--- src/rtl/vga_pkg.sv ---
// Shared constants and types for the VGA frame receiver.
package vga_pkg;

  localparam int VGA_H_ACTIVE = 640;
  localparam int VGA_V_ACTIVE = 480;
  localparam int VGA_SYNC_LOW = 1;

  localparam int COLOR_W = 8;
  localparam int PX_W    = 10;
  localparam int LN_W    = 9;
  localparam int SUM_W   = 16;

  typedef enum logic {
    HUNT  = 1'b0,
    FRAME = 1'b1
  } vga_state_e;

endpackage

--- src/rtl/vga_edge_detect.sv ---
// Strobe-qualified sample register and assert-edge detector for one sync line.
module vga_edge_detect #(
  parameter int SYNC_LOW = 1
) (
  input  logic clk_i,
  input  logic reset_i,
  input  logic pix_en_i,
  input  logic sync_i,
  output logic edge_o
);

  logic norm;
  logic cur_q;
  logic prev_q;

  // Normalised so that 1 always means "sync asserted".
  assign norm = (SYNC_LOW != 0) ? ~sync_i : sync_i;

  always_ff @(posedge clk_i) begin
    if (reset_i) begin
      cur_q  <= 1'b0;
      prev_q <= 1'b0;
    end else if (pix_en_i) begin
      prev_q <= cur_q;
      cur_q  <= norm;
    end
  end

  assign edge_o = cur_q & ~prev_q;

endmodule

--- src/rtl/vga_frame_receiver.sv ---
// Locks to VGA frame timing, checks line/frame geometry, sums active pixels
// per frame and captures one selectable pixel.
module vga_frame_receiver
  import vga_pkg::*;
#(
  parameter int H_ACTIVE = VGA_H_ACTIVE,
  parameter int V_ACTIVE = VGA_V_ACTIVE,
  parameter int SYNC_LOW = VGA_SYNC_LOW
) (
  input  logic               ext_clk,
  input  logic               reset,
  input  logic               pix_en,
  input  logic [COLOR_W-1:0] color,
  input  logic               HSync,
  input  logic               VSync,
  input  logic               on,
  input  logic [PX_W-1:0]    cap_x,
  input  logic [LN_W-1:0]    cap_y,
  output logic               locked,
  output logic               frame_done,
  output logic [SUM_W-1:0]   checksum,
  output logic [COLOR_W-1:0] cap_pixel,
  output logic               h_err,
  output logic               v_err
);

  localparam logic [PX_W-1:0] H_ACT_C = PX_W'(H_ACTIVE);
  localparam logic [LN_W-1:0] V_ACT_C = LN_W'(V_ACTIVE);

  logic               hs_edge;
  logic               vs_edge;
  logic [COLOR_W-1:0] color_q;
  logic               on_q;
  logic               vld_q;

  vga_state_e         state_q,      state_d;
  logic [PX_W-1:0]    px_q,         px_d;
  logic [LN_W-1:0]    ln_q,         ln_d;
  logic [SUM_W-1:0]   sum_q,        sum_d;
  logic [COLOR_W-1:0] shadow_q,     shadow_d;
  logic [SUM_W-1:0]   checksum_q,   checksum_d;
  logic [COLOR_W-1:0] cap_pixel_q,  cap_pixel_d;
  logic               frame_done_q, frame_done_d;
  logic               h_err_q,      h_err_d;
  logic               v_err_q,      v_err_d;

  logic [PX_W-1:0]    px_a;
  logic [LN_W-1:0]    ln_b;
  logic [SUM_W-1:0]   sum_a;
  logic [COLOR_W-1:0] shadow_a;
  logic               cap_hit;

  vga_edge_detect #(.SYNC_LOW(SYNC_LOW)) u_hs_edge (
    .clk_i    (ext_clk),
    .reset_i  (reset),
    .pix_en_i (pix_en),
    .sync_i   (HSync),
    .edge_o   (hs_edge)
  );

  vga_edge_detect #(.SYNC_LOW(SYNC_LOW)) u_vs_edge (
    .clk_i    (ext_clk),
    .reset_i  (reset),
    .pix_en_i (pix_en),
    .sync_i   (VSync),
    .edge_o   (vs_edge)
  );

  // vld_q marks the one cycle in which a freshly registered sample is processed.
  always_ff @(posedge ext_clk) begin
    if (reset) begin
      color_q <= '0;
      on_q    <= 1'b0;
      vld_q   <= 1'b0;
    end else begin
      vld_q <= pix_en;
      if (pix_en) begin
        color_q <= color;
        on_q    <= on;
      end
    end
  end

  assign cap_hit = (px_q == cap_x) && (ln_q == cap_y) &&
                   (px_q < H_ACT_C) && (ln_q < V_ACT_C);

  always_comb begin
    state_d      = state_q;
    px_d         = px_q;
    ln_d         = ln_q;
    sum_d        = sum_q;
    shadow_d     = shadow_q;
    checksum_d   = checksum_q;
    cap_pixel_d  = cap_pixel_q;
    frame_done_d = 1'b0;
    h_err_d      = h_err_q;
    v_err_d      = v_err_q;
    px_a         = px_q;
    ln_b         = ln_q;
    sum_a        = sum_q;
    shadow_a     = shadow_q;

    if (vld_q) begin
      unique case (state_q)
        HUNT: begin
          if (vs_edge) begin
            state_d  = FRAME;
            px_d     = '0;
            ln_d     = '0;
            sum_d    = '0;
            shadow_d = '0;
          end
        end
        FRAME: begin
          if (on_q) begin
            px_a  = (&px_q) ? px_q : px_q + 1'b1;
            sum_a = sum_q + SUM_W'(color_q);
            if (cap_hit) shadow_a = color_q;
          end
          // A VSync edge also closes the open line, before the frame closes.
          if (hs_edge || vs_edge) begin
            if (px_a != '0) begin
              if (px_a != H_ACT_C) h_err_d = 1'b1;
              ln_b = (&ln_q) ? ln_q : ln_q + 1'b1;
            end
            px_a = '0;
          end
          px_d     = px_a;
          ln_d     = ln_b;
          sum_d    = sum_a;
          shadow_d = shadow_a;
          if (vs_edge) begin
            if (ln_b != V_ACT_C) v_err_d = 1'b1;
            checksum_d   = sum_a;
            cap_pixel_d  = shadow_a;
            frame_done_d = 1'b1;
            px_d         = '0;
            ln_d         = '0;
            sum_d        = '0;
            shadow_d     = '0;
          end
        end
        default: state_d = HUNT;
      endcase
    end
  end

  always_ff @(posedge ext_clk) begin
    if (reset) begin
      state_q      <= HUNT;
      px_q         <= '0;
      ln_q         <= '0;
      sum_q        <= '0;
      shadow_q     <= '0;
      checksum_q   <= '0;
      cap_pixel_q  <= '0;
      frame_done_q <= 1'b0;
      h_err_q      <= 1'b0;
      v_err_q      <= 1'b0;
    end else begin
      state_q      <= state_d;
      px_q         <= px_d;
      ln_q         <= ln_d;
      sum_q        <= sum_d;
      shadow_q     <= shadow_d;
      checksum_q   <= checksum_d;
      cap_pixel_q  <= cap_pixel_d;
      frame_done_q <= frame_done_d;
      h_err_q      <= h_err_d;
      v_err_q      <= v_err_d;
    end
  end

  assign locked     = (state_q == FRAME);
  assign frame_done = frame_done_q;
  assign checksum   = checksum_q;
  assign cap_pixel  = cap_pixel_q;
  assign h_err      = h_err_q;
  assign v_err      = v_err_q;

endmodule

--- config.mk ---
export PLATFORM = sky130hd
export DESIGN_NAME = vga_frame_receiver
export DESIGN_NICKNAME = d
export VERILOG_FILES = /design/src/rtl/vga_pkg.sv /design/src/rtl/vga_edge_detect.sv /design/src/rtl/vga_frame_receiver.sv
export SDC_FILE = /design/constraint.sdc
export NUM_CORES = 1
export LEC_CHECK = 0
export CORE_MARGIN = 4
export CORE_UTILIZATION = 29
export DETAILED_ROUTE_END_ITERATION = 8
export DONT_BUFFER_PORTS = 1
export GPL_TIMING_DRIVEN = 0
export PLACE_DENSITY = 0.49
export SETUP_SLACK_MARGIN = 0.05
export SLEW_MARGIN = 10
export SYNTH_ARGS = -nofsm -noshare
export SYNTH_HDL_FRONTEND = slang
export SYNTH_SLANG_ARGS = --single-unit
--- constraint.sdc ---
create_clock -name ext_clk -period 4.8 [get_ports ext_clk]
set_input_delay 1.44 -clock ext_clk [delete_from_list [all_inputs] [get_ports ext_clk]]
set_output_delay 1.44 -clock ext_clk [all_outputs]
set_load 0.1 [all_outputs]
; After elaboration in Yosys (flattened, before gate mapping)
; Cells that the tools add are included.
[word_totals]
wordCells = 74
regBits = 85
output_inout_bits = 28
in_bits = 33
[op_classes]
magnitude_cmp = 2
reduce_logical = 12
n_eq_ne = 5
bitwise_logic = 8
n_addsub = 3
muxes = 27
[op_table]
columns = cell, n
row1 = $mux 10, 7
row2 = $mux 9, 7
row3 = $mux 16, 3
row4 = $mux 8, 4
row5 = $pmux 16 s2, 1
row6 = $pmux 10 s2, 1
row7 = $pmux 9 s2, 1
row8 = $add 16x8->16, 1
row9 = $pmux 8 s2, 1
row10 = $add 10x1->10 const B, 1
row11 = $eq 10x10->1, 1
row12 = $lt 10x10->1 const B, 1
row13 = $ne 10x10->1 const B, 1
row14 = $reduce_and 10->1, 1
row15 = $reduce_bool 10->1, 1
row16 = $add 9x1->9 const B, 1
row17 = $eq 9x9->1, 1
row18 = $lt 9x9->1 const B, 1
row19 = $ne 9x9->1 const B, 1
row20 = $reduce_and 9->1, 1
row21 = $not 1->1, 6
row22 = $reduce_and 5->1, 1
row23 = $reduce_and 4->1, 1
row24 = $logic_and 1x1->1, 3
row25 = 7 further kinds, 9

; Logic depth before layout (Yosys ltp)
[logic_depth]
ltp_word = 12
depth_mapped = 11
depth_no_buf = 10

; Hierarchy
; From an unflattened synthesis, not the netlist that was laid out.
[hier_totals]
cells_unflattened = 572
area_unflattened_um2 = 4755.8
[modules_own_cells]
columns = module, seq_area_each_um2, area_each_um2, instances, cells_each
row1 = vga_frame_receiver, 1621.6, 4613.2, 1, 558
row2 = vga_edge_detect, 40.0, 71.3, 2, 7

; Worst setup path after synthesis
; No wires, ideal clock.
[synth_path]
path_type = input to register
startpoint = input cap_x[5]
endpoint = register shadow_q[4]
t_arrival_ns = 2.986
setup_slack_ns = 1.749
n_path_buf = 2
required_time_ns = 4.735
setup_ns = 0.065
cell_stages = 9
path_cell_list = xor2_1 > nor4_1 > nand4_1 > nor4_1 > buf_2 > and2_1 > clkbuf_1 > a22oi_1 > nor2_1
[synth_between]
elab_chain_len = 8
[synth_rtl]
columns = item, line_no
row1 = start: declaration, vga_frame_receiver.sv:17  ; input logic [PX_W-1:0] cap_x,
row2 = $eq 10x10->1, vga_frame_receiver.sv:84  ; assign cap_hit = (px_q == cap_x) && (ln_q == cap_y) &&
row3 = $logic_and 1x1->1 (2 in series), vga_frame_receiver.sv:84
row4 = $logic_and 1x1->1, vga_frame_receiver.sv:85  ; (px_q < H_ACT_C) && (ln_q < V_ACT_C);
row5 = $mux 8, vga_frame_receiver.sv:118  ; if (cap_hit) shadow_a = color_q;
row6 = $mux 8, vga_frame_receiver.sv:115  ; if (on_q) begin
row7 = $mux 8, vga_frame_receiver.sv:132  ; if (vs_edge) begin
row8 = $pmux 8 s2, vga_frame_receiver.sv:104  ; unique case (state_q)
row9 = end signal: assignment, vga_frame_receiver.sv:165  ; shadow_q <= shadow_d;
row10 = end: declaration, vga_frame_receiver.sv:40  ; logic [COLOR_W-1:0] shadow_q, shadow_d;
; Every way passes these cells.
; A chain may end at the register's enable or synchronous reset.

; Final worst setup path
; Ends and elaborated chain as after synthesis.

==> run summary <==
The clock tree synthesis step divided the H-tree into 3 levels. The post-synth net total came out at 615. The number of DRC violations after detailed-routing iteration 0 came out at 280. The number of diodes added for antenna fixing is 0. Setup violations remaining at the end of the flow were counted as 0. For this block, the via count after detailed routing is 4293. The insertion delay to the later sink of the worst-skew pair is 0.35 ns.

In this run the worst hold path is classified as reg2reg. By area the synthesized netlist is led by sky130_fd_sc_hd__dfxtp_1 36%, sky130_fd_sc_hd__nor2_1 5.9%, sky130_fd_sc_hd__mux2i_1 5.1%. The share of final-layout standard cells stronger than drive strength 1 came out at 7.16%. The number of rows created at floorplan came out at 46. The count of buffers inserted at the top-level ports is 0. STA classifies the critical path endpoint as a flop. The post-route minimum period is 3.59 ns. The top achievable clock speed is 0.278 GHz. TritonCTS built the clock tree. The core region area came out at 15900 sq um. In the synthesized netlist the dominant register cell turns out to be sky130_fd_sc_hd__dfxtp_1.

In this run the remaining antenna-violating nets after routing total 0. The overflow left after global routing is 0. The final layout contains 626 nets.

The dominant cell type by count on the critical path is sky130_fd_sc_hd__nor4_1. The worst max-slew margin expressed relative to the limit came out at 31.7%. Once the floorplan was initialized, standard cells occupied 29.7% of the core. The via density per instance is 5.35. The maximum VDD drop is 0.186 mV. The quantity of gates resized following cts came out at 0. The peak fanout along the critical path is 10. The number of storage elements in the synthesis netlist is 85. The count of hold buffers inserted by post-cts repair is 0. Global routing used 15.8% of the available tracks across all layers.

The setup TNS is 0 ns. The sequential element share of the synthesized area is 35.9%. The clock root buffer is sky130_fd_sc_hd__clkbuf_16. The reported leakage power came out at 0.00185 uW. In this run, distinct cell masters in the synthesized netlist total 58. After detailed routing, the average wire length per cell comes to 17.8 um. The ratio of final minimum period to clock period came out at 74.9%.

The number of global-route vias before repair came out at 4078. The fraction of synthesized cell area taken by the top area cell type is 35.9%. The fraction of registers with async set or reset after synthesis is 0%. The critical path goes through xor2_1, nor4_1, nand4_1, nor4_1, buf_2, and2_1, clkbuf_1, a22oi_1, nor2_1. After synthesis the cells add up to 4740 sq um.

Grouping stages by cell kind, the critical path spends the most delay in simple AND/OR/NAND/NOR gates. The worst endpoint required time came out at 5.08 ns. For the pin with the worst max-slew slack, the measured transition is 1.02 ns.

The first-pass GRT wire length came out at 22700 um. The total count of hold-check failures in the final report came to 0. The largest stage delay on the critical path came out at 0.67 ns.

The average footprint of a synthesized cell came out at 8.30 sq um. In this run the power density over the cells is 290 nW/um^2. The largest net degree at the start of global routing is 16.

In the routed design, unresolved DRC markers number 0. The clock net sink count came out at 85. The clock edge transition at the registers on the reported setup and hold paths is 0.07 ns.

The HPWL after detailed placement came out at 10800 um. The die area is 18500 sq um. The sequential cells in the finished layout cover a total of 1700 sq um. After clock tree synthesis, the setup repair step added 0 buffers. The count of mapped cells out of synthesis came out at 571. Counting flops with a built-in enable in the synthesized netlist gives 0. The congestion estimate from routability-driven global placement came to 0.826. The number of clock buffers added by TritonCTS is 9.

After the flow finishes, the layout carries non-filler instances totaling 803. The max-slew violation count came out at 0. The number of buffers on the longest clock path is 2. Setup repair after global routing left no endpoint under its margin. The largest individual stage delay along the critical path comes from the cell sky130_fd_sc_hd__nor4_1. The critical path startpoint category is an input port. The critical path in this run is classified as in2reg. In the final layout, the multi-input gates occupy 2790 sq um. The number of buffers and inverters on the critical path is 2. The number of I/O pins came out at 61.

The max-cap check violation count came out at 0. The layout has 1702 filler cells. The width of the die is 136 um. The count of synthesis-stage warnings from yosys is 0.

The largest total area in the synthesized netlist belongs to sky130_fd_sc_hd__dfxtp_1. The routed wire length came out at 14300 um. The initial antenna violation count came out at 0.

The flow ran to the end, and the final reports show no timing, DRC or antenna violations. The area growth from synthesis to final layout came out at 12.2%. Including well taps, the total number of placed cells is 787. The final setup skew came out at 0.00637 ns.

The height of the die is 136 um. The pre-antenna-repair detailed-routing pass consisted of 7 iterations. STA puts the critical path data arrival time at 3.88 ns.
==> cells by family (layout without fill, tap and decap cells) <==
logic type,count (synthesis),in the layout,synth area share [%]
muxes,30,30,6.65
and+or+nand+nor,193,193,20.1
DFF,85,85,35.9
AOI/OAI and AO/OA,166,166,23.8
xor gates and xnor gates,28,28,5.17
adders and majority gates,11,11,3.06
buffers and inverters,58,74,5.30
==> flip-flops by register name, indices dropped and copies added (netlist names), 8 cells and up <==
name and flops:
cap_pixel 8, checksum 16, color_q 8, ln_q 9, px_q 10, shadow_q 8
sum_q 16
==> synthesized netlist by cell type, drive strengths merged, types with 4 or more instances <==
cell type	count
nor2b	4
a22oi	15
xor2	14
a311oi	13
nand2b	4
and2	9
nor4	6
or3	5
buf	14
o211a	4
mux2i	24
o21ai	30
mux2	6
nand3	20
and3	8
nand4	9
a21oi	38
inv	11
ha	10
and4	4
nor2	75
a21o	8
xnor2	14
nand2	28
a31oi	9
dfxtp	85
nor3	14
o211ai	6
clkbuf	33
a211oi	23
==> layout by cell type, fill, tap and decap left out, types with 10 or more instances in the layout <==
cell type and n:
sky130_fd_sc_hd__ha_1 10, sky130_fd_sc_hd__nor3_1 14, sky130_fd_sc_hd__xnor2_1 14, sky130_fd_sc_hd__nand2_1 28, sky130_fd_sc_hd__a21oi_1 38, sky130_fd_sc_hd__nor2_1 75
sky130_fd_sc_hd__a211oi_1 23, sky130_fd_sc_hd__dfxtp_1 85, sky130_fd_sc_hd__o21ai_0 29, sky130_fd_sc_hd__clkbuf_1 33, sky130_fd_sc_hd__a311oi_1 13, sky130_fd_sc_hd__inv_1 11
sky130_fd_sc_hd__nand3_1 20, sky130_fd_sc_hd__a22oi_1 15, sky130_fd_sc_hd__xor2_1 14, sky130_fd_sc_hd__mux2i_1 24
==> per-layer routing <==
| layer | GRT usage, % | part of all wire (%) | up-vias |
|---|---|---|---|
| met5 | 0 | 0 | - |
| met4 | 5.82 | 1.9 | 0 |
| met3 | 3.29 | 5.9 | 18 |
| met2 | 23.8 | 45 | 111 |
| met1 | 22.1 | 48 | 2042 |
| li1 | - | - | 2122 |
==> metrics by stage <==
stage          cell area [sq um]  setup slack [ns]  util [%]  hold WS, ns  power (uW)
5_1_grt                     5320              1.08      33.4        0.533        1610
6_report                    5320              1.21      33.4        0.496        1550
3_5_place_dp                5010             0.864      31.4        0.483         831
4_1_cts                     5320              1.23      33.4        0.499        1560
3_3_place_gp                5010             0.828      31.4        0.468         830
2_1_floorplan               4740              1.75         -        0.451         804
==> where the power goes <==
group | switching, uW | leakage, uW | internal [uW]
logic | 57.1 | 0.00102 | 27.9
registers | 16.3 | 0.000687 | 713
clock network | 310 | 0.000145 | 421
total | 383 | 0.00185 | 1160
==> worst reg2reg max path: stages (launching register included) <==
cell and delay, ns:
sky130_fd_sc_hd__dfxtp_1 0.38, sky130_fd_sc_hd__clkbuf_1 0.39, sky130_fd_sc_hd__xor2_1 0.13, sky130_fd_sc_hd__nor4_1 0.26
sky130_fd_sc_hd__nand4_1 0.13, sky130_fd_sc_hd__nor4_1 0.67, sky130_fd_sc_hd__buf_2 0.43, sky130_fd_sc_hd__and2_1 0.18
sky130_fd_sc_hd__clkbuf_1 0.32, sky130_fd_sc_hd__a22oi_1 0.12, sky130_fd_sc_hd__nor2_1 0.11
==> cell type report <==
cell class,count,area share (%)
clock buffers,10,4.49
inverters,11,0.776
multi-input cells,428,52.4
plain buffers,47,3.95
clock inverters,6,1.34
well taps,216,5.08
flip-flops and latches,85,32.0
==> worst paths after layout <==
kind                                       from                             to  slack [ns]  cells past startpoint
hold / removal    u_hs_edge.prev_q$_SDFFE_PP0P_  u_hs_edge.prev_q$_SDFFE_PP0P_        0.50                      2
setup / recovery                       cap_x[5]       shadow_q[4]$_SDFFE_PP0P_        1.21                      9
hold reg to reg   u_hs_edge.prev_q$_SDFFE_PP0P_  u_hs_edge.prev_q$_SDFFE_PP0P_        0.50                      2
setup reg to reg           px_q[7]$_SDFFE_PP0P_       shadow_q[4]$_SDFFE_PP0P_        1.61                     10
No activity file was read; power rests on OpenSTA's default activity.
